`config.mk`:
```
export PLATFORM = sky130hd
export DESIGN_NAME = rv32m_muldiv_unit
export DESIGN_NICKNAME = d
export VERILOG_FILES = /design/src/rtl/rv32im_pkg.sv /design/src/rtl/muldiv_sign_prep.sv /design/src/rtl/rv32m_muldiv_unit.sv
export SDC_FILE = /design/constraint.sdc
export NUM_CORES = 1
export LEC_CHECK = 0
export ABC_CLOCK_PERIOD_IN_PS = 2800
export BUFFER_PORTS_ARGS = -buffer_cell sky130_fd_sc_hd__buf_2
export CAP_MARGIN = 20
export CORE_ASPECT_RATIO = 0.75
export CORE_MARGIN = 2
export CORE_UTILIZATION = 50
export CTS_BUF_LIST = sky130_fd_sc_hd__clkbuf_8
export CTS_CLUSTER_SIZE = 8
export DETAILED_ROUTE_END_ITERATION = 8
export GPL_TIMING_DRIVEN = 1
export PLACE_DENSITY = 0.76
export SLEW_MARGIN = 20
export SYNTH_ARGS = -nofsm -noshare
export SYNTH_HDL_FRONTEND = slang
export SYNTH_SLANG_ARGS = --single-unit
```
`constraint.sdc`:
```
create_clock -name CLK -period 2.8 [get_ports CLK]
set_input_delay 0.14 -clock CLK [delete_from_list [all_inputs] [get_ports CLK]]
set_output_delay 0.14 -clock CLK [all_outputs]
set_load 0.01 [all_outputs]
```
`src/rtl/rv32im_pkg.sv`:
```
// Shared RV32IM definitions: M-extension ALU control codes, mul/div FSM
// state type and the architectural word width.
package rv32im_pkg;

  localparam int XLEN = 32;

  localparam logic [4:0] ALU_MUL     = 5'b01010;
  localparam logic [4:0] ALU_MULH    = 5'b01011;
  localparam logic [4:0] ALU_MULHSU  = 5'b01100;
  localparam logic [4:0] ALU_MULHU   = 5'b01101;
  localparam logic [4:0] ALU_DIV     = 5'b01110;
  localparam logic [4:0] ALU_DIVU    = 5'b01111;
  localparam logic [4:0] ALU_REM     = 5'b10000;
  localparam logic [4:0] ALU_REMU    = 5'b10001;
  localparam logic [4:0] ALU_INVALID = 5'b11111;

  typedef enum logic [1:0] {
    IDLE   = 2'd0,
    CALC   = 2'd1,
    FINISH = 2'd2
  } muldiv_state_t;

  // True for the eight codes handled by the multiply/divide unit.
  function automatic logic is_muldiv_code(input logic [4:0] code);
    return (code >= ALU_MUL) && (code <= ALU_REMU);
  endfunction

endpackage

```
`src/rtl/muldiv_sign_prep.sv`:
```
// Operand preparation for the mul/div unit: decodes the op code into
// datapath selects, derives the effective operand signs and returns the
// magnitudes the unsigned iterative datapath works on.
module muldiv_sign_prep
  import rv32im_pkg::*;
(
  input  logic [4:0]      alu_ctrl_i,
  input  logic [XLEN-1:0] op1_i,
  input  logic [XLEN-1:0] op2_i,
  output logic            valid_o,
  output logic            is_mul_o,
  output logic            is_rem_o,
  output logic            high_word_o,
  output logic            signed1_o,
  output logic            signed2_o,
  output logic            neg_result_o,
  output logic [XLEN-1:0] abs1_o,
  output logic [XLEN-1:0] abs2_o
);

  logic neg1_s;
  logic neg2_s;

  // Decode op code into datapath selects and operand signedness.
  always_comb begin
    valid_o     = is_muldiv_code(alu_ctrl_i);
    is_mul_o    = 1'b0;
    is_rem_o    = 1'b0;
    high_word_o = 1'b0;
    signed1_o   = 1'b0;
    signed2_o   = 1'b0;
    case (alu_ctrl_i)
      ALU_MUL: begin
        is_mul_o = 1'b1;
      end
      ALU_MULH: begin
        is_mul_o    = 1'b1;
        high_word_o = 1'b1;
        signed1_o   = 1'b1;
        signed2_o   = 1'b1;
      end
      ALU_MULHSU: begin
        is_mul_o    = 1'b1;
        high_word_o = 1'b1;
        signed1_o   = 1'b1;
      end
      ALU_MULHU: begin
        is_mul_o    = 1'b1;
        high_word_o = 1'b1;
      end
      ALU_DIV: begin
        signed1_o = 1'b1;
        signed2_o = 1'b1;
      end
      ALU_DIVU: begin
        is_rem_o = 1'b0;
      end
      ALU_REM: begin
        is_rem_o  = 1'b1;
        signed1_o = 1'b1;
        signed2_o = 1'b1;
      end
      ALU_REMU: begin
        is_rem_o = 1'b1;
      end
      default: begin
        is_mul_o = 1'b0;
      end
    endcase
  end

  // Magnitudes and result sign; a remainder follows the dividend's sign.
  always_comb begin
    neg1_s       = signed1_o & op1_i[XLEN-1];
    neg2_s       = signed2_o & op2_i[XLEN-1];
    abs1_o       = neg1_s ? ((~op1_i) + XLEN'(1'b1)) : op1_i;
    abs2_o       = neg2_s ? ((~op2_i) + XLEN'(1'b1)) : op2_i;
    neg_result_o = is_rem_o ? neg1_s : (neg1_s ^ neg2_s);
  end

endmodule

```
`src/rtl/rv32m_muldiv_unit.sv`:
```
// RV32M iterative multiply/divide unit with START/BUSY/DONE handshake.
// Multiply: radix-2 shift-add, one bit per cycle. Divide: restoring, one
// quotient bit per cycle. Divide-by-zero and signed overflow take a short
// path straight to FINISH.
// Optional build macro MULDIV_FAST_MUL_EN: multiplies use a registered
// single-cycle signed 33x33 multiplier; division stays iterative.
module rv32m_muldiv_unit #(
  parameter int XLEN  = 32,
  parameter int CNT_W = 6
) (
  input  logic            CLK,
  input  logic            RESET_N,
  input  logic            START,
  input  logic [4:0]      ALU_CTRL,
  input  logic [XLEN-1:0] OPERAND1,
  input  logic [XLEN-1:0] OPERAND2,
  input  logic            FLUSH,
  output logic            BUSY,
  output logic            DONE,
  output logic [XLEN-1:0] RESULT
);
  import rv32im_pkg::*;

  localparam logic [XLEN-1:0] ALL_ONES = {XLEN{1'b1}};
  localparam logic [XLEN-1:0] INT_MIN  = {1'b1, {(XLEN-1){1'b0}}};

  muldiv_state_t state_q, state_d;

  logic [CNT_W-1:0]  cnt_q, cnt_d;
  // Multiply: {partial product hi, multiplier}. Divide: low half holds
  // the dividend shifting out and the quotient shifting in.
  logic [2*XLEN-1:0] acc_q, acc_d;
  logic [XLEN-1:0]   rem_q, rem_d;
  logic [XLEN-1:0]   opb_q, opb_d;     // multiplicand or divisor magnitude
  logic              neg_q, neg_d;
  logic              is_mul_q, is_mul_d;
  logic              is_rem_q, is_rem_d;
  logic              high_q, high_d;
  logic              fast_q, fast_d;
  logic [XLEN-1:0]   fast_res_q, fast_res_d;
  logic [XLEN-1:0]   result_q, result_d;
  logic              done_q, done_d;

  logic              prep_valid_s, prep_is_mul_s, prep_is_rem_s, prep_high_s;
  logic              prep_signed1_s, prep_signed2_s, prep_neg_s;
  logic [XLEN-1:0]   prep_abs1_s, prep_abs2_s;
  logic              overflow_s;

  logic [XLEN:0]     mul_sum_s;
  logic [XLEN:0]     div_shift_s;
  logic [XLEN:0]     div_diff_s;
  logic [2*XLEN-1:0] prod_fix_s;
  logic [XLEN-1:0]   quo_fix_s;
  logic [XLEN-1:0]   rem_fix_s;

`ifdef MULDIV_FAST_MUL_EN
  logic [XLEN:0]     fa_q, fa_d;
  logic [XLEN:0]     fb_q, fb_d;
  logic [2*XLEN-1:0] fast_prod_s;
`endif

  muldiv_sign_prep u_sign_prep (
    .alu_ctrl_i   (ALU_CTRL),
    .op1_i        (OPERAND1),
    .op2_i        (OPERAND2),
    .valid_o      (prep_valid_s),
    .is_mul_o     (prep_is_mul_s),
    .is_rem_o     (prep_is_rem_s),
    .high_word_o  (prep_high_s),
    .signed1_o    (prep_signed1_s),
    .signed2_o    (prep_signed2_s),
    .neg_result_o (prep_neg_s),
    .abs1_o       (prep_abs1_s),
    .abs2_o       (prep_abs2_s)
  );

  // Iteration step datapath and final sign correction.
  always_comb begin
    overflow_s  = ~prep_is_mul_s & prep_signed1_s & prep_signed2_s &
                  (OPERAND1 == INT_MIN) & (OPERAND2 == ALL_ONES);
    mul_sum_s   = {1'b0, acc_q[2*XLEN-1:XLEN]} + {1'b0, opb_q};
    div_shift_s = {rem_q, acc_q[XLEN-1]};
    div_diff_s  = div_shift_s - {1'b0, opb_q};
    prod_fix_s  = neg_q ? ((~acc_q) + (2*XLEN)'(1'b1)) : acc_q;
    quo_fix_s   = neg_q ? ((~acc_q[XLEN-1:0]) + XLEN'(1'b1)) : acc_q[XLEN-1:0];
    rem_fix_s   = neg_q ? ((~rem_q) + XLEN'(1'b1)) : rem_q;
  end

`ifdef MULDIV_FAST_MUL_EN
  // Signed 33x33 product of the latched sign-extended operands.
  always_comb begin
    fast_prod_s = $signed({{(XLEN-1){fa_q[XLEN]}}, fa_q}) *
                  $signed({{(XLEN-1){fb_q[XLEN]}}, fb_q});
  end
`endif

  // Next-state and datapath update; FLUSH overrides every state.
  always_comb begin
    state_d    = state_q;
    cnt_d      = cnt_q;
    acc_d      = acc_q;
    rem_d      = rem_q;
    opb_d      = opb_q;
    neg_d      = neg_q;
    is_mul_d   = is_mul_q;
    is_rem_d   = is_rem_q;
    high_d     = high_q;
    fast_d     = fast_q;
    fast_res_d = fast_res_q;
    result_d   = result_q;
    done_d     = 1'b0;
`ifdef MULDIV_FAST_MUL_EN
    fa_d       = fa_q;
    fb_d       = fb_q;
`endif
    if (FLUSH) begin
      state_d = IDLE;
    end else begin
      case (state_q)
        IDLE: begin
          if (START && prep_valid_s) begin
            is_mul_d   = prep_is_mul_s;
            is_rem_d   = prep_is_rem_s;
            high_d     = prep_high_s;
            cnt_d      = CNT_W'(XLEN-1);
            rem_d      = {XLEN{1'b0}};
            acc_d      = {{XLEN{1'b0}}, (prep_is_mul_s ? prep_abs2_s : prep_abs1_s)};
            opb_d      = prep_is_mul_s ? prep_abs1_s : prep_abs2_s;
            fast_d     = 1'b0;
            fast_res_d = fast_res_q;
`ifdef MULDIV_FAST_MUL_EN
            // The signed multiplier produces the correctly signed product.
            neg_d      = prep_is_mul_s ? 1'b0 : prep_neg_s;
            fa_d       = {prep_signed1_s & OPERAND1[XLEN-1], OPERAND1};
            fb_d       = {prep_signed2_s & OPERAND2[XLEN-1], OPERAND2};
`else
            neg_d      = prep_neg_s;
`endif
            if (!prep_is_mul_s && (OPERAND2 == {XLEN{1'b0}})) begin
              fast_d     = 1'b1;
              fast_res_d = prep_is_rem_s ? OPERAND1 : ALL_ONES;
              state_d    = FINISH;
            end else if (overflow_s) begin
              fast_d     = 1'b1;
              fast_res_d = prep_is_rem_s ? {XLEN{1'b0}} : INT_MIN;
              state_d    = FINISH;
            end else begin
              state_d    = CALC;
            end
          end else begin
            state_d = IDLE;
          end
        end
        CALC: begin
`ifdef MULDIV_FAST_MUL_EN
          if (is_mul_q) begin
            acc_d   = fast_prod_s;
            state_d = FINISH;
          end else
`endif
          begin
            if (is_mul_q) begin
              acc_d = acc_q[0] ? {mul_sum_s, acc_q[XLEN-1:1]}
                               : {1'b0, acc_q[2*XLEN-1:1]};
            end else begin
              rem_d = div_diff_s[XLEN] ? div_shift_s[XLEN-1:0] : div_diff_s[XLEN-1:0];
              acc_d = {acc_q[2*XLEN-1:XLEN], acc_q[XLEN-2:0], ~div_diff_s[XLEN]};
            end
            cnt_d = cnt_q - CNT_W'(1'b1);
            if (cnt_q == {CNT_W{1'b0}}) begin
              state_d = FINISH;
            end else begin
              state_d = CALC;
            end
          end
        end
        FINISH: begin
          if (fast_q) begin
            result_d = fast_res_q;
          end else if (is_mul_q) begin
            result_d = high_q ? prod_fix_s[2*XLEN-1:XLEN] : prod_fix_s[XLEN-1:0];
          end else if (is_rem_q) begin
            result_d = rem_fix_s;
          end else begin
            result_d = quo_fix_s;
          end
          done_d  = 1'b1;
          fast_d  = 1'b0;
          state_d = IDLE;
        end
        default: begin
          state_d = IDLE;
        end
      endcase
    end
  end

  // FSM state and handshake registers.
  always_ff @(posedge CLK or negedge RESET_N) begin
    if (!RESET_N) begin
      state_q  <= IDLE;
      cnt_q    <= {CNT_W{1'b0}};
      done_q   <= 1'b0;
      result_q <= {XLEN{1'b0}};
    end else begin
      state_q  <= state_d;
      cnt_q    <= cnt_d;
      done_q   <= done_d;
      result_q <= result_d;
    end
  end

  // Operand, accumulator and op-flag registers.
  always_ff @(posedge CLK or negedge RESET_N) begin
    if (!RESET_N) begin
      acc_q      <= {(2*XLEN){1'b0}};
      rem_q      <= {XLEN{1'b0}};
      opb_q      <= {XLEN{1'b0}};
      neg_q      <= 1'b0;
      is_mul_q   <= 1'b0;
      is_rem_q   <= 1'b0;
      high_q     <= 1'b0;
      fast_q     <= 1'b0;
      fast_res_q <= {XLEN{1'b0}};
`ifdef MULDIV_FAST_MUL_EN
      fa_q       <= {(XLEN+1){1'b0}};
      fb_q       <= {(XLEN+1){1'b0}};
`endif
    end else begin
      acc_q      <= acc_d;
      rem_q      <= rem_d;
      opb_q      <= opb_d;
      neg_q      <= neg_d;
      is_mul_q   <= is_mul_d;
      is_rem_q   <= is_rem_d;
      high_q     <= high_d;
      fast_q     <= fast_d;
      fast_res_q <= fast_res_d;
`ifdef MULDIV_FAST_MUL_EN
      fa_q       <= fa_d;
      fb_q       <= fb_d;
`endif
    end
  end

  assign BUSY   = (state_q != IDLE);
  assign DONE   = done_q;
  assign RESULT = result_q;

endmodule

```
==> results.py, run 1 <==
metrics = {
    "logic_synthesis": {
        "synth_edf_count": 0,
        "ys_seq_area_frac": 0.295,
        "synthArstFlopShare": 1.00,
        "synth_warnings": 0,
        "ys_ff_latch": 206,
        "synth.cell_area_um2": 17500,
        "ys.flop_type": "dfrtp_1",
        "synth.net_count": 2369,
        "syn_avg_cell_area_um2": 7.87,
        "synth.distinct_cells": 96,
        "synthCells": 2224,
    },
    "global_route": {
        "global_route.overflow_total": 0,
        "grt_max_degree": 89,
        "grt_pass1_vias": 18600,
        "grt_pass1_wl_um": 114000,
        "antenna_found_initial": 4,
        "grt.total_usage": 0.411,
    },
    "critical_path": {
        "setup.worst_path.end_class": "register",
        "critPathBufInv": 4,
        "path_delay_family": "compound AO/OA/AOI/OAI gates",
        "arrival_ns": 3.47,
        "r2r-start": "opb_q[18]$_DFFE_PN0P_",
        "worst-endpoint-required_ns": 3.27,
        "r2r-end": "rem_q[10]$_DFFE_PN0P_",
        "path_cells": "inv_1, ha_1, buf_4, nand4_1, a31oi_1, or3_4, a31oi_4, mux2i_4, buf_6, buf_6, a21oi_2, a21oi_1, o21ai_1",
        "path_common_cell": "buf_6",
        "reg2reg_slack_ns": -0.20,
        "startpoint_type": "register",
        "critPathKind": "reg -> reg",
        "critPathMaxFanout": 8,
        "cp_slowest_cell": "mux2i_4",
        "slowest_delay_ns": 0.47,
        "worstRegToRegCells": 13,
    },
    "status": {
        "violations": "setup timing",
        "status": "finished with violations",
    },
    "routing": {
        "dr.pass1.iters": 6,
        "wl_um": 80100,
        "drc_errors": 0,
        "drtIter0Drc": 3144,
        "num_vias": 20500,
        "wl_per_cell_um": 25.4,
        "antenna_left": 0,
        "vias_per_cell": 6.52,
    },
    "final_layout": {
        "nets": 2807,
        "area_growth_pct": 34.8,
        "drive_above_1_share": 0.305,
        "n_antenna_cell": 0,
        "final_cell_mix": "buf_4, nand2_1, dfrtp_1, o21ai_0, nor2_1",
        "multi_input_area_um2": 12800,
        "fillers": 2753,
        "ff_latch_area_um2": 5170,
        "layout_commonest_cell": "buf_4",
        "stdcell_count": 3146,
    },
    "cts": {
        "htree_levels": 2,
        "clk_latency_ns": 0.60,
        "clk_pin_slew_worst_paths_ns": 0.06,
        "root_buffer": "clkbuf_8",
        "cts_buffers": 39,
        "cts_buffer_depth": 3,
        "tritoncts": "built",
        "cts_sinks": 206,
    },
    "timing": {
        "min_period_over_period": 1.07,
        "skew_ns": 0.0248,
        "finalSetupTns_ns": -3.75,
        "max_freq_ghz": 0.333,
        "hold_viol_final": 0,
        "setup_viol": 37,
        "grt_setup_unrepaired": "yes",
        "tightest_slew_ns": 0.841,
        "whs_ns": 0.0479,
        "relSlewSlack": 0.425,
        "finalCriticalPeriod_ns": 3.00,
        "final.setup.worst_slack_ns": -0.203,
        "drv_slew": 0,
    },
    "die": {
        "rows": 59,
        "start_util": 0.506,
        "die_h_um": 166,
        "fp.coreArea_um2": 34500,
        "dieArea_um2": 36500,
        "pin_count": 107,
        "dieWidth_um": 220,
    },
    "power_and_ir_drop": {
        "powerDensity_nw_per_um2": 631,
        "ir_worst_vdd_uv": 469,
        "leakage_nw": 10.3,
    },
    "place": {
        "io_buffer_count": 106,
        "dp.cells": 3010,
        "dp_slack_ns": -0.302,
        "dp_hpwl_um": 59800,
        "routabilityCongestion": 1.02,
    },
    "min_path": {
        "hp-class": "in -> reg",
        "hold_depth": 4,
        "holdCritStartpoint": "OPERAND1[2]",
        "whs_endpoint": "fast_res_q[2]$_DFFE_PN0P_",
    },
    "job": {
        "maxCapViolations": 0,
    },
}
## timing repair
item | 4_1_cts | 5_1_grt
hold buffers | 35 | 0
endpoints found under the hold margin | 118 | 0
resized for setup | 50 | 219
cloned | 3 | 3
pin swaps | 16 | 98
endpoints found under the setup margin | 32 | 110
setup buffers | 7 | 20
## state kept, by name, indices dropped and copies added, names as in the netlist, 2 cells and up
signal,count
rem_q,32
fast_res_q,32
opb_q,32
cnt_q,6
RESULT,32
state_q,2
acc_q,64
## kinds of logic (layout without fill, tap and decap cells)
| kind of cell | Yosys count | in the layout | share of synthesized area |
|---|---|---|---|
| compound gates | 734 | 734 | 0.264 |
| xor+xnor | 197 | 197 | 0.0986 |
| fa+ha+maj | 72 | 72 | 0.0523 |
| buf+inv | 205 | 667 | 0.0452 |
| flops | 206 | 206 | 0.295 |
| mux | 58 | 58 | 0.0351 |
| simple gates | 752 | 755 | 0.210 |
## cell usage after synthesis (44+ instances only)
cell type,instances,area (µm²)
ha_1,70,876
o21ai_0,214,1070
nor3_1,44,220
clkbuf_1,110,413
inv_1,66,248
nor2_1,158,593
a21oi_1,166,831
dfrtp_1,206,5150
mux2i_1,49,490
xnor2_1,97,850
xor2_1,100,876
o21ai_1,50,250
nand2_1,306,1150
nand3_1,47,235
## metrics by stage
step	utilization	instance area, µm²	power [mW]
final	0.683	23600	14.9
after floorplan	-	17600	7.39
after global placement	0.607	21000	10.2
after detailed placement	0.607	21000	10.3
after global routing	0.683	23600	15.4
after CTS	0.649	22400	13.7
## where the power goes
part	internal (mW)	total, mW	switching (mW)
logic	3.26	7.86	4.61
registers	3.35	3.77	0.423
clock network	1.71	3.25	1.55
## final cells by class
class | instances | area share
flip-flops and latches | 206 | 0.219
clock buffers | 50 | 0.0292
repair buffers | 533 | 0.171
well taps | 457 | 0.0242
inverters | 66 | 0.0105
clock inverters | 18 | 0.00499
multi-input cells | 1816 | 0.541
## worst register-to-register path: stages, from the launching register on
cell and delay (ns):
dfrtp_1 0.40, inv_1 0.17, ha_1 0.29, buf_4 0.15
nand4_1 0.07, a31oi_1 0.08, or3_4 0.38, a31oi_4 0.21
mux2i_4 0.47, buf_6 0.16, buf_6 0.14, a21oi_2 0.06
a21oi_1 0.16, o21ai_1 0.13
## per-layer routing
layer | vias to the layer above | wire, µm | track usage
met3 | 278 | 11500 | 0.117
met4 | 4 | 3380 | 0.128
met1 | 9909 | 32800 | 0.613
li1 | 8922 | - | -
met5 | - | 60 | 0
met2 | 1409 | 32300 | 0.569
## how the worst max path moves through the flow
| stage | from | endpoint | depth (start not counted) |
|---|---|---|---|
| 2_1_floorplan | rem_q[19]$_DFFE_PN0P_ | rem_q[10]$_DFFE_PN0P_ | 13 |
| 3_3_place_gp | acc_q[46]$_DFFE_PN0P_ | acc_q[62]$_DFFE_PN0P_ | 9 |
| 3_5_place_dp | acc_q[46]$_DFFE_PN0P_ | acc_q[62]$_DFFE_PN0P_ | 9 |
| 4_1_cts | rem_q[12]$_DFFE_PN0P_ | RESULT[27]$_DFFE_PN0P_ | 10 |
| 5_1_grt | acc_q[3]$_DFFE_PN0P_ | RESULT[30]$_DFFE_PN0P_ | 10 |
| 6_report | opb_q[18]$_DFFE_PN0P_ | rem_q[10]$_DFFE_PN0P_ | 13 |
Note: power is estimated with default switching activity, not from simulation.
==> inputs of run 2 (changes only) <==
--- a/config.mk
+++ b/config.mk
@@ -11,7 +11,6 @@
 export CORE_ASPECT_RATIO = 0.75
 export CORE_MARGIN = 2
 export CORE_UTILIZATION = 50
-export CTS_BUF_LIST = sky130_fd_sc_hd__clkbuf_8
 export CTS_CLUSTER_SIZE = 8
 export DETAILED_ROUTE_END_ITERATION = 8
 export GPL_TIMING_DRIVEN = 1
==> run 2 against run 1 <==
  * Worst hold slack got worse by 0.056 ns
  * Sequential cell count is the same
  * Largest cell class unchanged
  * Register-to-register slack worse by 0.02 ns
  * Global-route usage fell by 0.54 points
  * Non-clock buffer count down 21
  * First-iteration DRC count decreased by 4.7%
  * The run ends with hold timing, setup timing left
  * Clock-buffer cell count down 17
  * Wire length down 3.0%
  * Critical path type unchanged
  * Clock skew up 0.0039 ns
==> results.py, run 2 (synthesized netlist as in run 1, its figures left out) <==
metrics = {
    "critical_path": {
        "startpoint_type": "register",
        "arrival_ns": 3.50,
        "worstRegToRegCells": 9,
        "critPathMaxFanout": 6,
        "r2r-start": "opb_q[24]$_DFFE_PN0P_",
        "worst-endpoint-required_ns": 3.27,
        "critPathKind": "reg -> reg",
        "setup.worst_path.end_class": "register",
        "reg2reg_slack_ns": -0.23,
        "r2r-end": "rem_q[27]$_DFFE_PN0P_",
    },
    "power_and_ir_drop": {
        "leakage_nw": 10.0,
        "ir_worst_vdd_uv": 593,
        "p_total_mw": 14.6,
        "powerDensity_nw_per_um2": 629,
    },
    "final_layout": {
        "nets": 2776,
        "fin_util": 0.671,
        "fillers": 2866,
        "final_cell_mix": "buf_4, nand2_1, dfrtp_1, o21ai_0, nor2_1",
        "largest_reg_flops": 64,
        "regMostFlops": "acc_q",
        "final_cell_area_um2": 23200,
        "layout_commonest_cell": "buf_4",
        "area_growth_pct": 32.5,
        "drive_above_1_share": 0.287,
    },
    "global_route": {
        "antenna_found_initial": 4,
        "grt_pass1_wl_um": 113000,
        "global_route.overflow_total": 0,
        "grt_max_degree": 89,
        "grt_pass1_vias": 18200,
        "grt.total_usage": 0.406,
    },
    "timing": {
        "final.setup.worst_slack_ns": -0.228,
        "skew_ns": 0.0287,
        "setup_viol": 37,
        "hold_viol_final": 1,
        "relSlewSlack": 0.458,
        "finalCriticalPeriod_ns": 3.03,
        "tightest_slew_ns": 0.793,
        "drv_slew": 0,
        "whs_ns": -0.00782,
        "min_period_over_period": 1.08,
        "max_freq_ghz": 0.330,
        "grt_setup_unrepaired": "yes",
    },
    "routing": {
        "antenna_left": 0,
        "wl_um": 77700,
        "num_vias": 20000,
        "drc_errors": 0,
        "drtIter0Drc": 2996,
        "vias_per_cell": 6.46,
        "dr.pass1.iters": 6,
        "wl_per_cell_um": 25.1,
    },
    "die": {
        "start_util": 0.506,
        "die_h_um": 166,
        "dieArea_um2": 36500,
        "dieWidth_um": 220,
        "pin_count": 107,
        "rows": 59,
        "fp.coreArea_um2": 34500,
    },
    "cts": {
        "cts_sinks": 206,
        "htree_levels": 1,
        "tritoncts": "built",
        "cts_buffer_depth": 3,
        "root_buffer": "clkbuf_16",
        "cts_buffers": 29,
        "clk_latency_ns": 0.58,
        "clk_pin_slew_worst_paths_ns": 0.05,
    },
    "place": {
        "place_area_um2": 21000,
        "dp_hpwl_um": 59800,
        "routabilityCongestion": 1.02,
        "io_buffer_count": 106,
    },
    "min_path": {
        "hold_depth": 3,
        "holdCritStartpoint": "OPERAND2[0]",
        "hp-class": "in -> reg",
        "whs_endpoint": "opb_q[0]$_DFFE_PN0P_",
    },
    "job": {
        "maxCapViolations": 0,
    },
    "status": {
        "violations": "hold timing, setup timing",
        "status": "finished with violations",
    },
}
-- run 2: cell count changes in the layout (fill, tap and decap cells not counted), sizes merged --
cell | before | now
clkinv | 5 | 0
inv | 78 | 67
clkbuf | 53 | 34
dlygate4sd3 | 35 | 27
diode | 0 | 2
bufinv | 1 | 0
buf | 495 | 484
-- run 2: stage by stage --
stage / hold slack, ns / setup slack [ns] / setup TNS, ns / instances
3_3_place_gp: 0.262 / -0.142 / -0.497 / 3010
4_1_cts: 0.00138 / -0.00361 / -0.00361 / 3074
3_5_place_dp: 0.278 / -0.302 / -2.02 / 3010
6_report: -0.00782 / -0.228 / -2.55 / 3093
5_1_grt: 0.0274 / -0.231 / -5.12 / 3092
2_1_floorplan: -0.156 / 0.00247 / 0 / 2224
-- run 2: how the worst max path moves through the flow --
stage	to	start	slack (ns)	cells after the start
6_report	rem_q[27]$_DFFE_PN0P_	opb_q[24]$_DFFE_PN0P_	-0.23	9
5_1_grt	rem_q[27]$_DFFE_PN0P_	opb_q[26]$_DFFE_PN0P_	-0.23	8
4_1_cts	RESULT[23]$_DFFE_PN0P_	rem_q[15]$_DFFE_PN0P_	-0.004	9
3_5_place_dp	acc_q[62]$_DFFE_PN0P_	acc_q[46]$_DFFE_PN0P_	-0.30	9
3_3_place_gp	acc_q[62]$_DFFE_PN0P_	acc_q[46]$_DFFE_PN0P_	-0.14	9
2_1_floorplan	rem_q[10]$_DFFE_PN0P_	rem_q[19]$_DFFE_PN0P_	0.002	13
-- run 2: power by group --
part	internal, mW	switching (mW)	leakage (nW)
clock	1.82	1.40	0.367
sequential	3.35	0.419	2.71
combinational	3.14	4.44	6.97
total	8.31	6.26	10.0
-- run 2: worst max-delay path, cell delays in order (launching register included) --
cell,delay (ns)
dfrtp_1,0.44
inv_1,0.11
ha_2,0.35
buf_4,0.15
a21oi_1,0.07
o21ai_0,0.51
nor3_1,0.13
a2111oi_0,0.68
o211ai_1,0.26
o221ai_1,0.23
-- run 2: layout make-up --
cell class / count / area, µm² / share of cell area
Timing Repair Buffer: 512 / 3780 / 0.163
Clock inverter: 1 / 8.76 / 0.000378
Multi-Input combinational cell: 1816 / 12700 / 0.546
Clock buffer: 33 / 741 / 0.0319
Sequential cell: 206 / 5160 / 0.223
Tap cell: 457 / 572 / 0.0247
Inverter: 66 / 253 / 0.0109
Antenna cell: 2 / 5.00 / 0.000216
-- run 2: layer usage --
layer,wire length (µm),up-vias,GRT usage
li1,-,8868,-
met2,31800,1233,0.564
met4,2580,2,0.105
met3,10400,181,0.125
met5,13,-,0
met1,32900,9704,0.605
-- run 2: what timing repair did --
action,4_1_cts,5_1_grt
pin swaps,15,67
hold endpoints to repair,110,0
gates cloned,1,3
endpoints found under the setup margin,30,74
resized for setup,37,197
buffers inserted,2,14
hold buffers,27,0
